## src/rtl/wb_hazard_scoreboard.sv

```systemverilog
// wb_hazard_scoreboard: stall and forwarding controller for a 5-stage MIPS pipeline.
//
// The block tracks the in-flight writers in E, M and W. For each one it keeps the
// destination register and the number of cycles until that result can be forwarded
// (tnew). It compares these against the sources of the D-stage instruction, using the
// cycle in which each source is first needed (tuse). From that it produces the D-stage
// stall and the forwarding selects for the D and E stages. All outputs are
// combinational. Reset forces every output to 0.
//
// Ports:
//   clk                  core clock
//   reset                synchronous, active-high reset
//   d_rs, d_rt           D-stage source register indices
//   d_tuse_rs/rt         cycles until each source is consumed (TUSE_NONE = not read)
//   d_we, d_dst, d_tnew  D-stage writer info (d_tnew counted from entry into E)
//   stall                freeze PC and F/D, insert a bubble into E
//   fwd_d_rs/rt          D-stage operand source: 0 regfile, 1 E, 2 M, 3 W
//   fwd_e_rs/rt          E-stage operand source: 0 pipeline value, 2 M, 3 W

module wb_hazard_scoreboard #(
  parameter int unsigned REG_W     = 5,
  parameter int unsigned T_W       = 2,
  parameter int unsigned TUSE_NONE = 3
) (
  input  logic             clk,
  input  logic             reset,
  input  logic [REG_W-1:0] d_rs,
  input  logic [REG_W-1:0] d_rt,
  input  logic [T_W-1:0]   d_tuse_rs,
  input  logic [T_W-1:0]   d_tuse_rt,
  input  logic             d_we,
  input  logic [REG_W-1:0] d_dst,
  input  logic [T_W-1:0]   d_tnew,
  output logic             stall,
  output logic [1:0]       fwd_d_rs,
  output logic [1:0]       fwd_d_rt,
  output logic [1:0]       fwd_e_rs,
  output logic [1:0]       fwd_e_rt
);

  localparam logic [T_W-1:0] TuseNone = T_W'(TUSE_NONE);

  localparam logic [1:0] SrcNone = 2'd0;
  localparam logic [1:0] SrcE    = 2'd1;
  localparam logic [1:0] SrcM    = 2'd2;
  localparam logic [1:0] SrcW    = 2'd3;

  typedef struct packed {
    logic             valid;
    logic             we;
    logic [REG_W-1:0] dst;
    logic [T_W-1:0]   tnew;
  } entry_t;

  typedef struct packed {
    logic       stall;
    logic [1:0] fwd;
  } d_res_t;

  entry_t           e_q, m_q, w_q;
  logic [REG_W-1:0] e_rs_q, e_rt_q;

  d_res_t     rs_res, rt_res;
  logic [1:0] e_rs_sel, e_rt_sel;

  // True when entry x holds a real register write to idx. $0 never counts.
  function automatic logic writes(input entry_t x, input logic [REG_W-1:0] idx);
    return x.valid && x.we && (x.dst != '0) && (x.dst == idx);
  endfunction

  // One stage of aging: tnew counts down and saturates at 0.
  function automatic entry_t age(input entry_t x);
    entry_t r;
    r = x;
    if (x.tnew != '0) r.tnew = x.tnew - T_W'(1);
    return r;
  endfunction

  // D-stage lookup. The youngest matching writer is the only one considered, even
  // when its result is not ready yet. An older, ready value would be stale.
  function automatic d_res_t d_lookup(input logic [REG_W-1:0] idx,
                                      input logic [T_W-1:0]   tuse,
                                      input entry_t           e,
                                      input entry_t           m,
                                      input entry_t           w);
    d_res_t     r;
    entry_t     hit;
    logic [1:0] code;
    logic       found;
    r     = '0;
    hit   = '0;
    code  = SrcNone;
    found = 1'b0;
    if ((tuse != TuseNone) && (idx != '0)) begin
      if (writes(e, idx)) begin
        hit   = e;
        code  = SrcE;
        found = 1'b1;
      end else if (writes(m, idx)) begin
        hit   = m;
        code  = SrcM;
        found = 1'b1;
      end else if (writes(w, idx)) begin
        hit   = w;
        code  = SrcW;
        found = 1'b1;
      end
    end
    if (found) begin
      r.stall = (hit.tnew > tuse);
      r.fwd   = (hit.tnew == '0) ? code : SrcNone;
    end
    return r;
  endfunction

  // E-stage lookup. A not-yet-ready M writer blocks W. D stalls before this can
  // happen legally, so the pipeline value is the safe choice.
  function automatic logic [1:0] e_lookup(input logic [REG_W-1:0] idx,
                                          input entry_t           m,
                                          input entry_t           w);
    logic [1:0] sel;
    sel = SrcNone;
    if (idx != '0) begin
      if (writes(m, idx)) begin
        sel = (m.tnew == '0) ? SrcM : SrcNone;
      end else if (writes(w, idx)) begin
        sel = (w.tnew == '0) ? SrcW : SrcNone;
      end
    end
    return sel;
  endfunction

  always_comb begin
    rs_res   = d_lookup(d_rs, d_tuse_rs, e_q, m_q, w_q);
    rt_res   = d_lookup(d_rt, d_tuse_rt, e_q, m_q, w_q);
    e_rs_sel = e_lookup(e_rs_q, m_q, w_q);
    e_rt_sel = e_lookup(e_rt_q, m_q, w_q);

    // Reset overrides outputs in the same cycle, before the cleared state is visible.
    stall    = 1'b0;
    fwd_d_rs = SrcNone;
    fwd_d_rt = SrcNone;
    fwd_e_rs = SrcNone;
    fwd_e_rt = SrcNone;
    if (!reset) begin
      stall    = rs_res.stall || rt_res.stall;
      fwd_d_rs = rs_res.fwd;
      fwd_d_rt = rt_res.fwd;
      fwd_e_rs = e_rs_sel;
      fwd_e_rt = e_rt_sel;
    end
  end

  always_ff @(posedge clk) begin
    if (reset) begin
      e_q    <= '0;
      m_q    <= '0;
      w_q    <= '0;
      e_rs_q <= '0;
      e_rt_q <= '0;
    end else begin
      w_q <= age(m_q);
      m_q <= age(e_q);
      if (stall) begin
        // Bubble: invalid, and no source indices, so it never forwards.
        e_q    <= '0;
        e_rs_q <= '0;
        e_rt_q <= '0;
      end else begin
        e_q.valid <= 1'b1;
        e_q.we    <= d_we && (d_dst != '0);
        e_q.dst   <= d_dst;
        e_q.tnew  <= d_tnew;
        e_rs_q    <= d_rs;
        e_rt_q    <= d_rt;
      end
    end
  end

endmodule

```

## config.mk

```make
export PLATFORM = sky130hd
export DESIGN_NAME = wb_hazard_scoreboard
export DESIGN_NICKNAME = d
export VERILOG_FILES = /design/src/rtl/wb_hazard_scoreboard.sv
export SDC_FILE = /design/constraint.sdc
export NUM_CORES = 1
export LEC_CHECK = 0
export BUFFER_PORTS_ARGS = -buffer_cell sky130_fd_sc_hd__buf_2
export CORE_MARGIN = 2
export CORE_UTILIZATION = 51
export DETAILED_ROUTE_END_ITERATION = 8
export PLACE_DENSITY = 0.76
export SYNTH_ARGS = -nofsm -noshare
export SYNTH_HDL_FRONTEND = slang
export SYNTH_SLANG_ARGS = --single-unit
```

## constraint.sdc

```tcl
create_clock -name clk -period 3.27 [get_ports clk]
set_input_delay 0.1635 -clock clk [delete_from_list [all_inputs] [get_ports clk]]
set_output_delay 0.1635 -clock clk [all_outputs]
set_load 0.1 [all_outputs]
```

# Word level (Yosys, flattened, before mapping)
# Cells that the tools add are included.
[totals] ff_bits=37 in_bits=24 word_cells=109
[classes] n_addsub=2 n_lt_le_gt_ge=2 eq_ne=12 mux=44 reduce_logical=35
[ops] op="two-way mux 2 bit" n=32
[ops] op="equality test 5 bit" n=10
[ops] op="nonzero test 5 bit" n=8
[ops] op="logical AND 1 bit" n=19
[ops] op="two-way mux 1 bit" n=9
[ops] op="two-way mux 9 bit" n=1
[ops] op="logical NOT 2 bit" n=4
[ops] op="two-way mux 3 bit" n=2
[ops] op="> comparator 2 bit" n=2
[ops] op="inequality test 2 bit (second input constant)" n=2
[ops] op="nonzero test 2 bit" n=2
[ops] op="subtractor 2 x 1 -> 2 bit (second input constant)" n=2
[ops] op="OR reduction 2 bit" n=1
[ops] op="logical OR 1 bit" n=1

# Depth between registers and ports, before layout
# Gate-level depths: netlist of the first run.
[logic_depth] ltp_word=13 depth_mapped=16 mapped_depth_nobuf=13

# Least setup slack after synthesis of the first run
# Ideal clock, no wire load.
[synth_timing] path_type="register -> output" startpoint="register m_q[3] (netlist name)" endpoint="output port fwd_d_rs[1]" arrival_time_ns=4.772 required_ns=3.107 setup_slack_ns=-1.666 stages_incl_launch_ff=8 path_cell_list="dfxtp_1 buf_6 or4_4 o211ai_4 nor4_2 a21oi_1 a221oi_1 nor4b_1"
[synth_via] elab_chain_len=10 word_cells_on_any_way=17 cone_classes="eq/ne: 1; mux: 12; reduce/logical: 4"
[synth_rtl] item="start: declaration" line_no="60" rtl="entry_t e_q, m_q, w_q;"
[synth_rtl] item="start signal: assignment" line_no="163" rtl="m_q <= age(e_q);"
[synth_rtl] item="nonzero test 5 bit" line_no="68" rtl="return x.valid && x.we && (x.dst != '0) && (x.dst == idx);"
[synth_rtl] item="logical AND 1 bit" line_no="68"
[synth_rtl] item="logical AND 1 bit (*)" line_no="68"
[synth_rtl] item="two-way mux 2 bit" line_no="99" rtl="end else if (writes(m, idx)) begin"
[synth_rtl] item="two-way mux 2 bit" line_no="95" rtl="if (writes(e, idx)) begin"
[synth_rtl] item="two-way mux 2 bit" line_no="94" rtl="if ((tuse != TuseNone) && (idx != '0)) begin"
[synth_rtl] item="logical NOT 2 bit" line_no="111" rtl="r.fwd = (hit.tnew == '0) ? code : SrcNone;"
[synth_rtl] item="two-way mux 2 bit" line_no="111"
[synth_rtl] item="two-way mux 3 bit (*)" line_no="109" rtl="if (found) begin"
[synth_rtl] item="two-way mux 2 bit (*)" line_no="145" rtl="if (!reset) begin"
[synth_rtl] item="end: declaration" line_no="35" rtl="output logic [1:0] fwd_d_rs,"
# Mark *: on every way between the ends. The rest lies on a longest branch, timed or not.

# Worst setup path after layout of the first run
[layout_timing] startpoint="register e_q[3] (netlist name)" endpoint="output port stall"
[layout_via] elab_chain_len=9 word_cells_on_any_way=20 cone_classes="order compare: 2; eq/ne: 2; mux: 11; reduce/logical: 5"
[layout_rtl] item="start: declaration" line_no="60"
[layout_rtl] item="nonzero test 5 bit" line_no="68"
[layout_rtl] item="logical AND 1 bit (2 in series)" line_no="68"
[layout_rtl] item="two-way mux 2 bit" line_no="95"
[layout_rtl] item="two-way mux 2 bit" line_no="94"
[layout_rtl] item="> comparator 2 bit" line_no="110" rtl="r.stall = (hit.tnew > tuse);"
[layout_rtl] item="two-way mux 3 bit" line_no="109"
[layout_rtl] item="logical OR 1 bit (*)" line_no="146" rtl="stall = rs_res.stall || rt_res.stall;"
[layout_rtl] item="two-way mux 1 bit (*)" line_no="145"
[layout_rtl] item="end: declaration" line_no="34" rtl="output logic stall,"
# Marked as above.

==> impl_metrics.tcl, run 1 <==
set metrics [dict create \
    status "finished with violations" \
    violations "setup timing" \
    synth_edf_count 0 \
    syn_nets 261 \
    hold_class "input pin to register" \
    p_per_area_nw_per_um2 345 \
    clock.fmax_ghz 0.297 \
    dr.pass1.iters 4 \
    total_power_mw 0.978 \
    port_buffers 32 \
    fillers 305 \
    grt.total_usage_pct 25.4 \
    tightest_slew_ns 0.662 \
    p_leak_nw 1.15 \
    multi_input_comb_area_um2 1480 \
    skew_ns 0.00251 \
    n_antenna_cell 0 \
    crit_family "simple AND/OR/NAND/NOR gates" \
    final_common_cell "xnor2_1" \
    final_core_util_pct 70.3 \
    final_cell_mix "xnor2_1 (32), buf_2 (31), dfxtp_1 (29), buf_4 (29), xor2_1 (17)" \
    num_vias 1878 \
    layout_setup_ws_ns -0.0923 \
    synth_area_per_cell_um2 9.24 \
    crit_chain "buf_4 -> xnor2_1 -> nand2_1 -> or4_4 -> buf_4 -> o21ai_1 -> nor2_1 -> ha_1 -> a21oi_2 -> a21oi_2 -> o311ai_4 -> a21oi_4 -> buf_12" \
    worst-path-buf-inv 3 \
    slew_violations 0 \
    ir_drop_v 0.000323 \
    final_hold_viol_count 0 \
    synthDistinctLibCells 48 \
    drtAntennaViolNets 0 \
    finalCritPeriodShare_pct 103 \
    ys_async_sr_fraction_pct 0 \
    grt_pass1_vias 1680 \
    synth_area_um2 2150 \
    grt_pass1_wl_mm 8.41 \
    clkLatencyLatePin_ns 0.30 \
    h-tree-depth 2 \
    setup_viol 1 \
    finalNonFillerCells 340 \
    grt_overflow 0 \
    antenna_found_initial 0 \
    layout-drive-gt1-share_pct 42.8 \
    nets 317 \
    endpoint_kind "output pin" \
    grt_setup_unrepaired "yes" \
    cp.arrival_ns 3.20 \
    drtIter0Drc 131 \
    dieArea_um2 4760 \
    finalSetupTns_ns -0.0923 \
    ys_seq_area_share_pct 34.4 \
    slowest_delay_ns 0.55 \
    synth_flop_cell "dfxtp_1" \
    start_util_pct 53.4 \
    yosysWarningCount 0 \
    fp-row-count 23 \
    clkTransAtPathRegs_ns 0.07 \
    critPathKind "register to output pin" \
    die_h_um 69.0 \
    drv_cap 0 \
    drt_wl_total_mm 5.62 \
    die_w_um 69.0 \
    regArea_um2 758 \
    syn-instance-count 233 \
    cts_num_sinks 37 \
    max_slew_margin_pct 55.4 \
    avgViaCountPerCell 5.52 \
    globalplace.congestion 0.878 \
    dpl.cell_count 320 \
    cts-root-buf "clkbuf_8" \
    area_delta_synth_final_pct 31.6 \
    synth-seq-cells 37 \
    critPathSlowestCell "or4_4" \
    ios 33 \
    drc_errors 0 \
    clock_path_buffers 2 \
    cp.required_ns 3.11 \
    cts_buffers 5 \
    post-route-cell-area_um2 2830 \
    post_drt_wl_per_cell_um 16.5 \
    grt_start_max_net_pins 25 \
    fin_crit_ns 3.36 \
    hpwl_mm 4.00 \
    cp_max_fo 4 \
    core_um2 4030 \
    dpl_cell_area_um2 2520 \
    crit_path_start_kind "register" \
    cts_tree "yes" \
]
-- final cells by class --
cell class	count	share of cell area [%]
Clock inverter	3	0.618
Clock buffer	5	2.43
Inverter	7	0.928
Tap cell	50	2.21
Multi-Input combinational cell	175	52.4
Timing Repair Buffer	63	14.7
Sequential cell	37	26.8
-- state kept, by name, indices dropped and copies added, names as in the netlist --
| name | count |
|---|---|
| e_q | 9 |
| m_q | 9 |
| w_q | 9 |
| e_rs_q | 5 |
| e_rt_q | 5 |
-- power breakdown --
part / total, mW / switching [mW] / internal, mW
combinational: 0.171 / 0.0889 / 0.0822
sequential: 0.493 / 0.0235 / 0.470
clock: 0.314 / 0.167 / 0.147
-- metal layers --
metal | global-route usage [%] | wire length, um | up-vias
li1 | - | - | 918
met1 | 31.9 | 2420 | 901
met2 | 42.3 | 2830 | 52
met3 | 6.82 | 291 | 7
met4 | 7.60 | 85 | 0
met5 | 0 | 0 | -
-- cell usage after synthesis (2+ instances only) --
library cell,n,area share [%]
and2_1,2,0.58
xnor2_1,33,13
o21ai_0,5,1.2
nor2_1,5,0.87
a311oi_1,2,0.81
buf_6,2,1.0
ha_1,4,2.3
nor2b_1,14,4.1
nand3b_1,2,0.70
and3b_1,2,0.81
inv_1,7,1.2
dfxtp_1,37,34
nand3_1,9,2.1
nor4_1,6,1.7
xor2_1,17,6.9
nor3_1,12,2.8
a21oi_1,8,1.9
o21bai_1,2,0.70
clkbuf_1,3,0.52
or4_1,6,2.1
and2_2,15,5.2
buf_2,8,1.9
a221oi_1,2,0.81
or3_1,2,0.58
nand2_1,5,0.87
-- timing repair --
item,4_1_cts,5_1_grt
pin swaps,11,15
endpoints found under the setup margin,18,20
resized for setup,20,11
cloned,0,0
buffers inserted,7,6
hold buffers,0,0
-- worst reg2reg max path: cells and delay by family, from the launching register on --
family | cells | cell delay [ns]
buf+inv | 2 | 0.28
fa+ha+maj | 1 | 0.34
simple gates | 5 | 1.36
compound gates | 4 | 0.55
xor+xnor | 1 | 0.19
flops | 1 | 0.36
-- final timing paths --
path	to	from	slack [ns]	cells past startpoint
worst max-delay path	stall	e_q[3]	-0.09	13
worst max register to register	e_rt_q[2]	e_q[3]	0.08	13
worst min-delay path	e_q[0]	d_tnew[0]	0.07	2
worst min register to register	m_q[7]	e_q[7]	0.47	1
-- kinds of logic after synthesis --
| kind of cell | count (synthesis) | share of synthesized area, % |
|---|---|---|
| AO/OA/AOI/OAI | 31 | 11.2 |
| XOR/XNOR | 50 | 20.3 |
| adder cells (fa/ha/maj) | 4 | 2.33 |
| buffers and inverters | 21 | 5.35 |
| flip-flops | 37 | 34.4 |
| AND/OR/NAND/NOR | 90 | 26.3 |
-- metrics by stage --
step / hold WS, ns / setup slack [ns]
3_3_place_gp: 0.364 / 0.0128
5_1_grt: 0.0637 / -0.203
3_5_place_dp: 0.377 / -0.0509
6_report: 0.0660 / -0.0923
4_1_cts: 0.0637 / -0.0162
2_1_floorplan: 0.285 / -0.689
Power figures use the tool's default switching activity.
==> run 2, diff against run 1 <==
Settings changed: CORE_UTILIZATION 51 to 56, PLACE_DENSITY 0.76 to 0.79.
Clock period 3.27 ns to 3.2 ns, I/O delays scaled along.
==> run 2 against run 1 <==
Net effect:
- clock skew grew 0.0075 ns
- worst hold slack gained 0.0050 ns
- setup slack lost 0.14 ns
- utilization grew 9.3 points
- critical endpoint unchanged
- clock-buffer cell count grew 1
- clock power grew 3%
- global-route usage grew 3.9 points
- sequential power grew 2%
- the flow still finishes with violations (setup timing)
- via count grew 5.3%
- first-iteration DRC count grew 6.1%
- combinational power grew 14%
- register-to-register slack lost 0.02 ns
==> impl_metrics.tcl, run 2 (synthesized netlist as in run 1, its figures left out) <==
set metrics [dict create \
    status "finished with violations" \
    violations "setup timing" \
    cts_num_sinks 37 \
    h-tree-depth 2 \
    avgViaCountPerCell 5.78 \
    start_util_pct 58.3 \
    ir_drop_v 0.000249 \
    n_antenna_cell 0 \
    post-place-ws_ns -0.134 \
    dr.pass1.iters 5 \
    hold_end "e_q[0]" \
    final_cell_mix "buf_4 (33), dfxtp_1 (31), buf_2 (30)" \
    drt_wl_total_mm 6.39 \
    finalCritPeriodShare_pct 107 \
    r2r_setup_slack_ns 0.06 \
    multi_input_comb_area_um2 1560 \
    grt_start_max_net_pins 25 \
    drtAntennaViolNets 0 \
    cp_max_fo 4 \
    post-route-cell-area_um2 2940 \
    fillers 227 \
    antenna_found_initial 0 \
    hold_class "input pin to register" \
    crit_chain "or4_1 -> o211ai_2 -> buf_4 -> nor4_2 -> a311oi_2 -> nor2_1 -> ha_1 -> a21oi_2 -> a21oi_2 -> o311ai_4 -> buf_4 -> a21oi_4 -> buf_12" \
    p_leak_nw 1.20 \
    die_w_um 66.0 \
    ios 33 \
    clock.fmax_ghz 0.291 \
    finalSetupTns_ns -0.236 \
    min_from "d_tnew[0]" \
    nets 321 \
    cts_tree "yes" \
    dieArea_um2 4350 \
    grt_pass1_wl_mm 9.39 \
    final_common_cell "buf_4" \
    cts_buffers 5 \
    critPathKind "register to output pin" \
    clkTransAtPathRegs_ns 0.08 \
    dpl_cell_area_um2 2540 \
    fp-row-count 22 \
    layout_setup_ws_ns -0.236 \
    finalNonFillerCells 342 \
    max_slew_margin_pct 55.2 \
    critPathSlowestCell "or4_1" \
    slowest_delay_ns 0.55 \
    fin_crit_ns 3.44 \
    cts-root-buf "clkbuf_8" \
    post_drt_wl_per_cell_um 18.7 \
    num_vias 1978 \
    clock_path_buffers 2 \
    r2r_start "w_q[6]" \
    worstHoldPathCells 2 \
    cp.arrival_ns 3.28 \
    grt_setup_unrepaired "yes" \
    grt_overflow 0 \
    timing.rr.end "e_rs_q[2]" \
    die_h_um 66.0 \
    setup_viol 1 \
    p_per_area_nw_per_um2 347 \
    ctsHoldBuffers 0 \
    worst-r2r-cell-count 12 \
    dpl.cell_count 321 \
    skew_ns 0.0100 \
    drc_errors 0 \
    endpoint_kind "output pin" \
    globalplace.congestion 0.911 \
    cp.required_ns 3.04 \
    port_buffers 32 \
    hpwl_mm 4.04 \
    slew_violations 0 \
    tightest_slew_ns 0.665 \
    grt.total_usage_pct 29.2 \
    drv_cap 0 \
    clkLatencyLatePin_ns 0.29 \
    grt_pass1_vias 1939 \
    top_regs "e_q (9), m_q (9), w_q (9)" \
    final_hold_viol_count 0 \
    total_power_mw 1.02 \
    crit_path_start_kind "register" \
    area_delta_synth_final_pct 36.4 \
    regArea_um2 753 \
    core_um2 3690 \
    drtIter0Drc 139 \
    layout-drive-gt1-share_pct 44.6 \
]
[run 2: cell type report]
class                      count  area share (%)
clock buffer                   6            2.47
clock inverter                 2           0.512
inverter                       7           0.895
multi-input combinational    175            53.2
sequential                    37            25.7
tap                           48            2.05
timing repair buffer          67            15.3
[run 2: critical path, delay by kind of cell, from the launching register on]
family | cells | cell delay [ns]
compound gates | 6 | 1.04
simple gates | 3 | 0.72
buf+inv | 3 | 0.52
flops | 1 | 0.35
fa+ha+maj | 1 | 0.34
[run 2: worst max path at each step]
stage | from | end | slack (ns)
2_1_floorplan | w_q[3] | fwd_d_rt[0] | -0.76
3_3_place_gp | w_q[3] | e_q[6] | -0.04
3_5_place_dp | w_q[3] | e_q[7] | -0.13
4_1_cts | m_q[3] | stall | -0.12
5_1_grt | w_q[3] | stall | -0.33
6_report | w_q[3] | stall | -0.24
[run 2: through the flow]
stage               util [%]  hold slack [ns]
finish                  79.6           0.0710
global route            79.6           0.0819
CTS                     74.9           0.0787
detailed placement      69.0            0.370
global placement        69.0            0.359
floorplan                  -            0.282
[run 2: report_power, final]
group / switching, mW / total, mW / internal [mW]
clock: 0.170 / 0.323 / 0.153
combinational: 0.103 / 0.195 / 0.0925
sequential: 0.0211 / 0.501 / 0.480
total: 0.294 / 1.02 / 0.726
[run 2: timing repair]
action / in CTS / in global routing
resized for setup: 13 / 40
gates cloned: 0 / 0
buffers inserted: 8 / 5
endpoints found under the setup margin: 20 / 20
hold endpoints to repair: 0 / 0
pin swaps: 9 / 19
[run 2: per-layer routing]
metal,wire [um],vias to the layer above,track usage [%]
li1,-,928,-
met3,266,21,4.60
met5,0,-,0
met1,2490,958,33.3
met2,3440,71,53.5
met4,192,0,12.5
==> run 3, diff against run 2 <==
Settings changed: SETUP_SLACK_MARGIN from default to 0.02, TNS_END_PERCENT from default to 10.
==> run 3 against run 2 <==
Net effect:
- the run still ends with setup timing left
- power rose by 5.6%
- global-route usage up 0.069 points
- non-clock buffer count rose by 3
- final cell count up 0.88%
- critical path depth is the same
- wire length shrank 6.1%
- combinational power down 8%
- clock power increased by 24%
- clock-buffer cell count unchanged
- final area shrank 2.4%
- via count increased by 0.61%
- fmax down 0.80%
- critical endpoint unchanged
- largest cell class unchanged
==> impl_metrics.tcl, run 3 (synthesized netlist as in run 1, its figures left out) <==
set metrics [dict create \
    tightest_slew_ns 0.747 \
    ios 33 \
    avgViaCountPerCell 5.77 \
    post_drt_wl_per_cell_um 17.4 \
    cts_tree "yes" \
    grt_pass1_wl_mm 9.27 \
    status "finished with violations" \
    layout_setup_ws_ns -0.264 \
    cp.required_ns 3.04 \
    r2r_setup_slack_ns 0.01 \
    setup_viol 1 \
    nets 324 \
    drv_cap 0 \
    cp_max_fo 4 \
    min_from "d_tnew[0]" \
    cts-root-buf "clkbuf_8" \
    p_per_area_nw_per_um2 376 \
    use_met3_pct 5.96 \
    clock_path_buffers 2 \
    grt.total_usage_pct 29.3 \
    p_leak_nw 1.17 \
    crit_chain "buf_4 -> xnor2_1 -> nand2_1 -> or3_2 -> a311oi_2 -> nor2_1 -> ha_1 -> a21oi_1 -> a21oi_2 -> o311ai_2 -> buf_4 -> a21oi_4 -> buf_12" \
    slowest_delay_ns 0.55 \
    area_delta_synth_final_pct 33.1 \
    grt_overflow 0 \
    post-place-ws_ns -0.182 \
    worst-r2r-cell-count 13 \
    n_antenna_cell 0 \
    fillers 259 \
    ir_drop_v 0.000341 \
    final_cell_mix "buf_4 (36), dfxtp_1 (35), xnor2_1 (33)" \
    cts_buffers 5 \
    max_slew_margin_pct 49.7 \
    hold_end "e_q[0]" \
    port_buffers 32 \
    violations "setup timing" \
    cts_num_sinks 37 \
    grt_pass1_vias 1936 \
    worstHoldPathCells 2 \
    drtAntennaViolNets 0 \
    dr.pass1.iters 4 \
    grt_busiest_layer "met2" \
    gr-usage-met1_pct 32.8 \
    ctsHoldBuffers 0 \
    h-tree-depth 2 \
    timing.rr.end "e_q[7]" \
    globalplace.congestion 0.865 \
    critPathSlowestCell "or3_2" \
    slew_violations 0 \
    hpwl_mm 3.82 \
    layout-drive-gt1-share_pct 42.1 \
    start_util_pct 58.3 \
    antenna_found_initial 0 \
    use_met2_pct 52.8 \
    clkLatencyLatePin_ns 0.29 \
    fp-row-count 22 \
    r2r_start "m_q[6]" \
    final_common_cell "buf_4" \
    timing.hold.ws_ns 0.0627 \
    drtIter0Drc 136 \
    grt_start_max_net_pins 25 \
    clkTransAtPathRegs_ns 0.07 \
    die_h_um 66.0 \
    hold_class "input pin to register" \
    top_regs "e_q (9), m_q (9), w_q (9)" \
    crit_path_start_kind "register" \
    core_um2 3690 \
    multi_input_comb_area_um2 1440 \
    num_vias 1990 \
    critPathKind "register to output pin" \
    dieArea_um2 4350 \
    endpoint_kind "output pin" \
    drt_wl_total_mm 6.00 \
    drc_errors 0 \
    grt_setup_unrepaired "yes" \
    cp_common_cell "buf_4" \
    regArea_um2 746 \
    cp.arrival_ns 3.30 \
    final_hold_viol_count 0 \
    fin_crit_ns 3.46 \
    die_w_um 66.0 \
    skew_ns 0.00652 \
    clock.fmax_ghz 0.289 \
    finalCritPeriodShare_pct 108 \
]
## run 3: final cells by class
type,instances,area share [%]
clock buffers,6,2.53
clock inverters,2,1.35
inverters,7,0.917
multi-input cells,175,50.3
flip-flops and latches,37,26.0
well taps,48,2.10
repair buffers,70,16.7
## run 3: critical path: cells and delay by family, from the launching register on
family	cells	cell delay (ns)
flip-flops	1	0.33
XOR/XNOR	1	0.21
AO/OA/AOI/OAI	5	0.82
AND/OR/NAND/NOR	3	0.79
adder cells (fa/ha/maj)	1	0.34
buffers and inverters	3	0.52
## run 3: what timing repair did
action | CTS | global route
pin swaps | 15 | 4
gates resized for setup | 22 | 9
buffers inserted | 5 | 1
setup endpoints to repair | 20 | 22
## run 3: where the power goes
| group | switching (mW) | internal [mW] | leakage, nW |
|---|---|---|---|
| clock network | 0.166 | 0.234 | 0.0554 |
| registers | 0.0182 | 0.480 | 0.307 |
| logic | 0.0921 | 0.0874 | 0.805 |
| total | 0.276 | 0.801 | 1.17 |
## run 3: stage by stage
step	util (%)	cells	setup TNS (ns)	power [mW]	area, um^2
2_1_floorplan	-	233	-4.83	0.611	2170
3_3_place_gp	69.4	331	-1.97	0.664	2560
3_5_place_dp	69.4	331	-3.08	0.670	2560
4_1_cts	76.6	344	-0.139	1.07	2830
5_1_grt	77.6	345	-2.08	1.12	2860
6_report	77.6	345	-0.264	1.08	2860
## run 3: worst max path at each step
stage | startpoint | end | slack, ns | depth (start not counted)
after floorplan | w_q[3] | fwd_d_rt[0] | -0.76 | 7
after global placement | w_q[3] | e_rs_q[3] | -0.12 | 11
after detailed placement | e_q[3] | e_q[5] | -0.18 | 11
after CTS | m_q[4] | stall | -0.14 | 14
after global routing | m_q[6] | stall | -0.39 | 13
final | m_q[6] | stall | -0.26 | 13
## run 3: routing by layer
| layer | wire length, um | vias to the layer above |
|---|---|---|
| met1 | 2210 | 933 |
| li1 | - | 932 |
| met3 | 434 | 26 |
| met4 | 278 | 0 |
| met5 | 0 | - |
| met2 | 3080 | 99 |
